### config.mk
export PLATFORM = sky130hd
export DESIGN_NAME = mod_reduce_pipe_flat
export DESIGN_NICKNAME = d
export VERILOG_FILES = /design/src/rtl/raccoon_pkg.sv /design/src/rtl/mod_reduce_pipe_if.sv /design/src/rtl/mod_reduce_lane.sv /design/src/rtl/mod_reduce_pipe.sv /design/src/flat_wrapper.sv
export SDC_FILE = /design/constraint.sdc
export NUM_CORES = 2
export LEC_CHECK = 0
export ABC_AREA = 1
export CORE_MARGIN = 5
export CORE_UTILIZATION = 45
export DETAILED_ROUTE_END_ITERATION = 10
export GPL_ROUTABILITY_DRIVEN = 0
export PLACE_DENSITY = 0.69
export SLEW_MARGIN = 25
export SYNTH_ARGS = -nofsm -noshare
export SYNTH_HDL_FRONTEND = slang
export SYNTH_SLANG_ARGS = --single-unit
export TNS_END_PERCENT = 1
### constraint.sdc
create_clock -name clk -period 18.4 [get_ports clk]
set_clock_uncertainty 0.05 [all_clocks]
set_input_delay 3.68 -clock clk [delete_from_list [all_inputs] [get_ports clk]]
set_output_delay 3.68 -clock clk [all_outputs]
set_load 0.005 [all_outputs]
### src/rtl/raccoon_pkg.sv
// Shared constants and helpers for reduction modulo q = 2^QW - 2^K + 1.
// Latency: none (compile-time only).
// Backpressure: not applicable.
package raccoon_pkg;

   localparam int QW = 25;
   localparam int K  = 18;

   // Modulus for a given shape; 64-bit so any sensible QW fits.
   function automatic longint q_of(input int qw, input int k);
      return (longint'(1) << qw) - (longint'(1) << k) + longint'(1);
   endfunction

   // Number of S1 shift terms: every i with qw + i*(qw-k) < 2*qw.
   function automatic int n_terms(input int qw, input int k);
      int d;
      d = qw - k;
      return (qw + d - 1) / d;
   endfunction

   localparam longint Q      = q_of(QW, K);
   localparam longint HALF_Q = (Q - 1) / 2;

endpackage

### src/rtl/mod_reduce_pipe_if.sv
// Input/output stream bundle of the modular reducer.
// Latency: none (wires only).
// Backpressure: valid/ready on both sides; master drives requests, slave is the reducer.
interface mod_reduce_pipe_if #(
   parameter int QW    = raccoon_pkg::QW,
   parameter int LANES = 4,
   parameter int TAGW  = 8
);
   logic                     in_valid;
   logic                     in_ready;
   logic [LANES*2*QW-1:0]    in_data;
   logic                     in_center;
   logic [TAGW-1:0]          in_tag;
   logic                     out_valid;
   logic                     out_ready;
   logic [LANES*(QW+1)-1:0]  out_data;
   logic [TAGW-1:0]          out_tag;

   modport master (
      output in_valid, in_data, in_center, in_tag, out_ready,
      input  in_ready, out_valid, out_data, out_tag
   );

   modport slave (
      input  in_valid, in_data, in_center, in_tag, out_ready,
      output in_ready, out_valid, out_data, out_tag
   );
endinterface

### src/rtl/mod_reduce_lane.sv
// One lane of the reducer: quotient estimate, remainder, final correction/centering.
// Latency: 3 enabled cycles from x to y.
// Backpressure: all registers hold while en is low; no valid tracking here.
module mod_reduce_lane #(
   parameter int QW = raccoon_pkg::QW,
   parameter int K  = raccoon_pkg::K
) (
   input  logic            clk,
   input  logic            rst,
   input  logic            en,
   input  logic [2*QW-1:0] x,
   input  logic            center,
   output logic [QW:0]     y
);
   import raccoon_pkg::*;

   localparam int D  = QW - K;
   localparam int NT = n_terms(QW, K);
   localparam int RW = QW + 3;

   localparam logic [RW-1:0] Q1   = RW'(q_of(QW, K));
   localparam logic [RW-1:0] Q2   = RW'(2 * q_of(QW, K));
   localparam logic [RW-1:0] Q3   = RW'(3 * q_of(QW, K));
   localparam logic [QW:0]   QO   = (QW+1)'(q_of(QW, K));
   localparam logic [QW-1:0] HALF = QW'((q_of(QW, K) - 1) / 2);

   // r is known to lie in [-q, 4q), so only the low RW bits of x matter after S1.
   logic [RW-1:0] x_s1;
   logic [QW:0]   p_s1;
   logic [QW:0]   p_next;
   logic [RW-1:0] p_w;
   logic [RW-1:0] r_next;
   logic [RW-1:0] r_q;
   logic [QW-1:0] res;
   logic [QW:0]   y_next;

   // Quotient estimate: sum of x shifted by QW, QW+D, QW+2D, ...
   always_comb begin
      p_next = '0;
      for (int i = 0; i < NT; i++) begin
         p_next = p_next + (QW+1)'(x >> (QW + i * D));
      end
   end

   // S1 registers: truncated x and quotient estimate.
   always_ff @(posedge clk) begin
      if (en) begin
         x_s1 <= x[RW-1:0];
         p_s1 <= p_next;
      end
   end

   // Remainder r = x - p*q, with p*q built from shifts; wraps cleanly in RW bits.
   always_comb begin
      p_w    = RW'(p_s1);
      r_next = x_s1 - ((p_w << QW) - (p_w << K) + p_w);
   end

   // S2 register: signed remainder.
   always_ff @(posedge clk) begin
      if (en) begin
         r_q <= r_next;
      end
   end

   // Bring r into [0, q) and optionally fold into the centered range.
   always_comb begin
      if (r_q[RW-1]) begin
         res = QW'(r_q + Q1);
      end else if (r_q >= Q3) begin
         res = QW'(r_q - Q3);
      end else if (r_q >= Q2) begin
         res = QW'(r_q - Q2);
      end else if (r_q >= Q1) begin
         res = QW'(r_q - Q1);
      end else begin
         res = QW'(r_q);
      end
      if (center && (res > HALF)) begin
         y_next = {1'b0, res} - QO;
      end else begin
         y_next = {1'b0, res};
      end
   end

   // S3 register: lane output, cleared by reset.
   always_ff @(posedge clk) begin
      if (!rst) begin
         y <= '0;
      end else if (en) begin
         y <= y_next;
      end
   end

endmodule

### src/rtl/mod_reduce_pipe.sv
// Multi-lane pipelined reducer modulo q with tag and per-transaction centered mode.
// Latency: 3 cycles, 1 transaction/cycle when out_ready is high.
// Backpressure: whole pipe freezes while S3 is valid and out_ready is low; in_ready drops.
module mod_reduce_pipe #(
   parameter int QW    = raccoon_pkg::QW,
   parameter int K     = raccoon_pkg::K,
   parameter int LANES = 4,
   parameter int TAGW  = 8
) (
   input logic               clk,
   input logic               rst,
   mod_reduce_pipe_if.slave  bus
);
   import raccoon_pkg::*;

   logic                    adv;
   logic [2:0]              vld;
   logic [TAGW-1:0]         tag_s1;
   logic [TAGW-1:0]         tag_s2;
   logic [TAGW-1:0]         tag_s3;
   logic                    center_s1;
   logic                    center_s2;
   logic [LANES*(QW+1)-1:0] lane_out;

   // Reset term keeps in_ready high while reset is held; the pipe is being flushed anyway.
   assign adv           = ~vld[2] | bus.out_ready | ~rst;
   assign bus.in_ready  = adv;
   assign bus.out_valid = vld[2];
   assign bus.out_tag   = tag_s3;
   assign bus.out_data  = lane_out;

   // Valid bits shift with the data; bubbles travel as zeros.
   always_ff @(posedge clk) begin
      if (!rst) begin
         vld <= '0;
      end else if (adv) begin
         vld <= {vld[1:0], bus.in_valid};
      end
   end

   // Tag and mode follow the data; inputs only sampled on an accepted transaction.
   always_ff @(posedge clk) begin
      if (adv && bus.in_valid) begin
         tag_s1    <= bus.in_tag;
         center_s1 <= bus.in_center;
      end
      if (adv) begin
         tag_s2    <= tag_s1;
         center_s2 <= center_s1;
      end
   end

   // Output tag register, cleared with the outputs.
   always_ff @(posedge clk) begin
      if (!rst) begin
         tag_s3 <= '0;
      end else if (adv) begin
         tag_s3 <= tag_s2;
      end
   end

   for (genvar i = 0; i < LANES; i++) begin : g_lane
      mod_reduce_lane #(
         .QW (QW),
         .K  (K)
      ) u_lane (
         .clk    (clk),
         .rst    (rst),
         .en     (adv),
         .x      (bus.in_data[i*2*QW +: 2*QW]),
         .center (center_s2),
         .y      (lane_out[i*(QW+1) +: QW+1])
      );
   end

endmodule

### src/flat_wrapper.sv
// flat-port wrapper written by rule: the top's interface ports become plain ports
module mod_reduce_pipe_flat import raccoon_pkg::*;
#(
   parameter int QW    = raccoon_pkg::QW,
   parameter int K     = raccoon_pkg::K,
   parameter int LANES = 4,
   parameter int TAGW  = 8
)
  (clk, rst, bus_in_valid, bus_in_data, bus_in_center, bus_in_tag, bus_out_ready, bus_in_ready, bus_out_valid, bus_out_data, bus_out_tag);
  mod_reduce_pipe_if #(.QW(QW), .LANES(LANES), .TAGW(TAGW)) bus_i ();
  input logic clk;
  input logic rst;
  input wire logic [$bits(bus_i.in_valid)-1:0] bus_in_valid;
  input wire logic [$bits(bus_i.in_data)-1:0] bus_in_data;
  input wire logic [$bits(bus_i.in_center)-1:0] bus_in_center;
  input wire logic [$bits(bus_i.in_tag)-1:0] bus_in_tag;
  input wire logic [$bits(bus_i.out_ready)-1:0] bus_out_ready;
  output wire logic [$bits(bus_i.in_ready)-1:0] bus_in_ready;
  output wire logic [$bits(bus_i.out_valid)-1:0] bus_out_valid;
  output wire logic [$bits(bus_i.out_data)-1:0] bus_out_data;
  output wire logic [$bits(bus_i.out_tag)-1:0] bus_out_tag;
  assign bus_i.in_valid = bus_in_valid;
  assign bus_i.in_data = bus_in_data;
  assign bus_i.in_center = bus_in_center;
  assign bus_i.in_tag = bus_in_tag;
  assign bus_i.out_ready = bus_out_ready;
  assign bus_in_ready = bus_i.in_ready;
  assign bus_out_valid = bus_i.out_valid;
  assign bus_out_data = bus_i.out_data;
  assign bus_out_tag = bus_i.out_tag;
  mod_reduce_pipe #(.QW(QW), .K(K), .LANES(LANES), .TAGW(TAGW)) u_core (.clk(clk), .rst(rst), .bus(bus_i));
endmodule
### Yosys cells after proc, flatten, opt, wreduce, memory -nomap -nowiden

Index checks and enable logic that the tools add are counted.

* input port bits: 213
* flip-flop bits (word level): 461
* output and inout bits: 114
* logic and storage cells: 111

* reductions and logical operators: 5
* add/sub/neg operators: 44
* $lt $le $gt $ge: 16
* bitwise operators: 4
* multiplexer cells: 20

Operator list (number)
* $mux 25: 16
* $sub 25x25->25 const B: 12
* $sub 28x28->28: 8
* $add 28x26->28: 4
* $ge 28x25->1 const B: 4
* $ge 28x26->1 const B: 4
* $ge 28x27->1 const B: 4
* $add 25x18->26: 4
* $add 26x11->26: 4
* $add 26x4->26: 4
* $mux 26: 4
* $sub 25x25->26 const B: 4
* $add 25x25->25 const B: 4
* $gt 25x24->1 const B: 4
* $logic_and 1x1->1: 5
* $not 1->1: 2
* $or 1x1->1: 2

### Longest topological paths before layout

* depth after elaboration: 8
* gate-level depth with buffers: 30
* mapped depth without buffers: 29

### Modules after synthesis

From an unflattened synthesis, not the netlist that was laid out.

* cells, all modules: 5821
* area, all modules: 43944.6 µm²

Modules (own cells, without submodules)
* mod_reduce_lane (u_core.g_lane[0].u_lane ...): seq. area each 2982.9 µm², instances 2, area each 10790.3 µm², cells each 1460
* mod_reduce_lane (u_core.g_lane[1].u_lane): seq. area each 2982.9 µm², instances 1, area each 10816.6 µm², cells each 1412
* mod_reduce_lane (u_core.g_lane[3].u_lane): seq. area each 2982.9 µm², instances 1, area each 10562.6 µm², cells each 1410
* mod_reduce_pipe: seq. area each 760.7 µm², instances 1, area each 984.7 µm², cells each 79

### Worst setup path before layout

No wires, ideal clock.

* path type: input -> output
* start: in bus_out_ready
* end: out bus_in_ready
* stages on the path: 5
* arrival: 13516 ps
* setup slack: 1154 ps
* path through: nor2_1 -> nand2_1 -> clkbuf_1 -> buf_4 -> clkbuf_1

* longest elaborated chain between the ends: 2

RTL lines
* start, declared: line flat_wrapper.sv:17 `input wire logic [$bits(bus_i.out_ready)-1:0] bus_out_ready;`
* $or 1x1->1 (2 in series): line mod_reduce_pipe.sv:26 `assign adv = ~vld[2] | bus.out_ready | ~rst;`
* end, declared: line flat_wrapper.sv:18 `output wire logic [$bits(bus_i.in_ready)-1:0] bus_in_ready;`

Every way passes these cells.

### Final worst setup path

Ends and elaborated chain as after synthesis.

==> impl_metrics.ini <==
[run_status]
status = finished, final reports clean

[power]
power.leakage_uw = 0.0244
power.share.clock = 0.128
pwr-share-seq = 0.224
p_sw_frac = 0.507
irDropWorstVdd_uv = 111
powerDensity_nw_per_um2 = 191
p_int_uw = 4730
combPwrFrac = 0.648
switching_power_uw = 4860

[run]
maxCapViolCount = 0

[setup_path]
slowest_stage = clkdlybuf4s50_1
cpPeakStageDelay_ns = 0.57
crit_required_ns = 14.67
cp-start-kind = input pin
worstPathCellList = clkdlybuf4s50_1, nor2_1, nand2_4, clkdlybuf4s50_1
critPathKind = input pin to primary output
crit_top_cell = clkdlybuf4s50_1
timing.critical_path.fanout_max = 6
worst_setup_path_end_kind = primary output
cp.arrival_ns = 5.05

[drt]
wirelength_mm = 121
via_count = 39145
final_antenna_net_count = 0
vias_per_cell = 5.22
drt_pre_antenna_iters = 6
drc = 0
drt_iter0_markers = 2871
wl_per_cell_microns = 16.1

[global_routing]
track_usage = 0.224
antenna_found_initial = 8
grt_pass1_wl_mm = 190
gr-total-overflow = 0
grt_max_degree = 183
grt_pass1_vias = 36340

[place]
port_buffers = 326
placedInstanceArea_sq_um = 48300
dp_hpwl_mm = 94.8

[timing]
final-hold-violation-count = 0
fin_tns_setup_ns = 0
maxSlewViolCount = 0
tightestPinTransition_ns = 1.15
setup_viol = 0
relSlewSlack = 0.231
fmax_mhz = 114
post-route-period-util = 0.477
rsz0062_at_grt = no
fin_crit_ns = 8.78

[clock_network]
ctsHoldBuffers = 0
cts.sinks = 461
clk_latency_ns = 0.65
root_buffer = clkbuf_16
numCtsBuffers = 57
htree_levels = 2
post_cts_buffers = 0
cts_resized = 0
cts_tree = yes
max-clock-path-buffers = 3
clkTransAtPathRegs_ns = 0.06

[logic_synthesis]
synth_ff_type = edfxtp_1
synthArstFlopShare = 0
synth-edff-count = 346
netlist_area_sq_um = 44200
avgSynthCellArea_sq_um = 7.49
ys_types = 64
postSynthCellCount = 5904
synthesis.nets = 6689
ys_ff_latch = 461
ys_warn_count = 0
ys_seq_area_frac = 0.287

[die]
core_area_sq_um = 98000
rows = 115
die_w_microns = 323
start_util = 0.451
die_h_microns = 323
die-area_sq_um = 105000
ioPinCount = 327

[worst_hold_path]
hp-class = flop to flop

[cells_and_area]
nets = 6942
area_delta_synth_final_pct = 13.9
drive_gt1_frac = 0.0529
stdcell_area_sq_um = 50400
-- registers in the layout (all words and copies together), names as in the netlist --
register	cells
u_core.bus.out_tag	8
u_core.center_s1	1
u_core.center_s2	1
u_core.g_lane.u_lane.p_s1	104
u_core.g_lane.u_lane.r_q	112
u_core.g_lane.u_lane.x_s1	112
u_core.g_lane.u_lane.y	104
u_core.tag_s1	8
u_core.tag_s2	8
u_core.vld	3
-- layer usage --
metal / track usage / part of all wire / vias up
li1: - / - / 19655
met1: 0.310 / 0.45 / 17916
met2: 0.352 / 0.44 / 1348
met3: 0.0464 / 0.081 / 224
met4: 0.0712 / 0.033 / 2
met5: 0 / 0.00011 / -
-- stage by stage --
| step | hold WS (ns) | total power (uW) | utilization | worst slack (ns) | cells |
|---|---|---|---|---|---|
| after floorplan | 0.350 | 6690 | - | 1.15 | 5904 |
| after CTS | 0.370 | 9580 | 0.514 | 9.56 | 7490 |
| final | 0.374 | 9590 | 0.514 | 9.62 | 7496 |
| after global placement | 0.350 | 8190 | 0.493 | 9.58 | 7385 |
| after detailed placement | 0.356 | 8290 | 0.493 | 9.57 | 7385 |
| after global routing | 0.376 | 10500 | 0.514 | 9.56 | 7496 |
-- cell usage in the layout (no fill, tap or decap), types with 7 or more instances in the layout --
master,count
clkdlybuf4s50_1,325
edfxtp_1,346
nor4_1,12
a31oi_1,19
nand3_2,26
o221ai_1,9
nand4_1,97
xor2_1,287
a21boi_0,9
nand3_1,450
ha_1,464
clkbuf_16,61
clkinv_1,10
bufinv_16,11
nand2_4,10
fa_1,108
a21oi_1,255
inv_1,883
o211ai_1,18
o21bai_1,22
dfxtp_1,115
buf_4,9
o21ai_1,32
a21o_1,7
nor2_1,421
xnor2_1,88
nor3_1,75
nand2_2,41
or2_2,25
nand3b_1,16
inv_2,29
inv_6,7
nor2_4,26
nand2_1,1546
o21ai_0,218
nor2_2,43
-- worst paths after layout --
path | startpoint | endpoint | slack [ns] | cells past startpoint
setup / recovery | bus_out_ready | bus_in_ready | 9.62 | 4
hold / removal | u_core.tag_s1[7] | u_core.tag_s2[7] | 0.37 | 0
setup reg to reg | u_core.g_lane[1].u_lane.r_q[0] | u_core.g_lane[1].u_lane.y[1] | 13.05 | 22
hold reg to reg | u_core.tag_s1[7] | u_core.tag_s2[7] | 0.37 | 0
-- logic make-up (layout without fill, tap and decap cells) --
group,after synthesis,after routing,share of synthesized area
buf+inv,1058,1357,0.0982
xor+xnor,378,378,0.0754
compound gates,619,619,0.0772
other cells,0,6,0
simple gates,2816,2816,0.282
fa+ha+maj,572,572,0.180
flops,461,461,0.287
-- cell usage after synthesis, drive strengths merged, types with 3 or more instances --
| master | count | share of area |
|---|---|---|
| edfxtp | 346 | 0.24 |
| xor2 | 290 | 0.058 |
| o21a | 5 | 0.00085 |
| nand3 | 480 | 0.058 |
| o311ai | 3 | 0.00059 |
| nand4 | 99 | 0.014 |
| o221ai | 9 | 0.0018 |
| o21ai | 254 | 0.029 |
| nor2 | 493 | 0.050 |
| o211ai | 18 | 0.0031 |
| o31ai | 5 | 0.00085 |
| o21bai | 22 | 0.0037 |
| a21o | 7 | 0.0012 |
| clkbuf | 36 | 0.0031 |
| nor3 | 79 | 0.0094 |
| ha | 464 | 0.13 |
| a211oi | 4 | 0.00068 |
| inv | 914 | 0.078 |
| or2 | 32 | 0.0045 |
| a31oi | 19 | 0.0027 |
| a21boi | 11 | 0.0019 |
| nand2 | 1597 | 0.14 |
| nor4 | 13 | 0.0020 |
| fa | 108 | 0.049 |
| a21oi | 257 | 0.030 |
| buf | 107 | 0.017 |
| nand3b | 16 | 0.0027 |
| xnor2 | 88 | 0.017 |
| dfxtp | 115 | 0.052 |
-- power groups by stage --
stage | Sequential, uW | Combinational [uW] | Clock [uW]
floorplan | 1910 | 4780 | 0
global placement | 2150 | 6040 | 0
detailed placement | 2150 | 6140 | 0
CTS | 2140 | 6180 | 1260
global route | 2190 | 7030 | 1310
finish | 2150 | 6220 | 1230
-- layout make-up --
class	count	area [sq um]
antenna	6	15.0
clock buffer	68	1560
clock inverter	37	492
fill	9341	47600
inverter	915	3440
multi-input combinational	4385	27200
sequential	461	12700
tap	1287	1610
timing repair buffer	337	3370
-- worst max-delay path, delay by kind of cell --
| family | cells | cell delay [ns] |
|---|---|---|
| simple gates | 2 | 0.39 |
| buf+inv | 2 | 0.97 |
No activity file was read; power rests on OpenSTA's default activity.
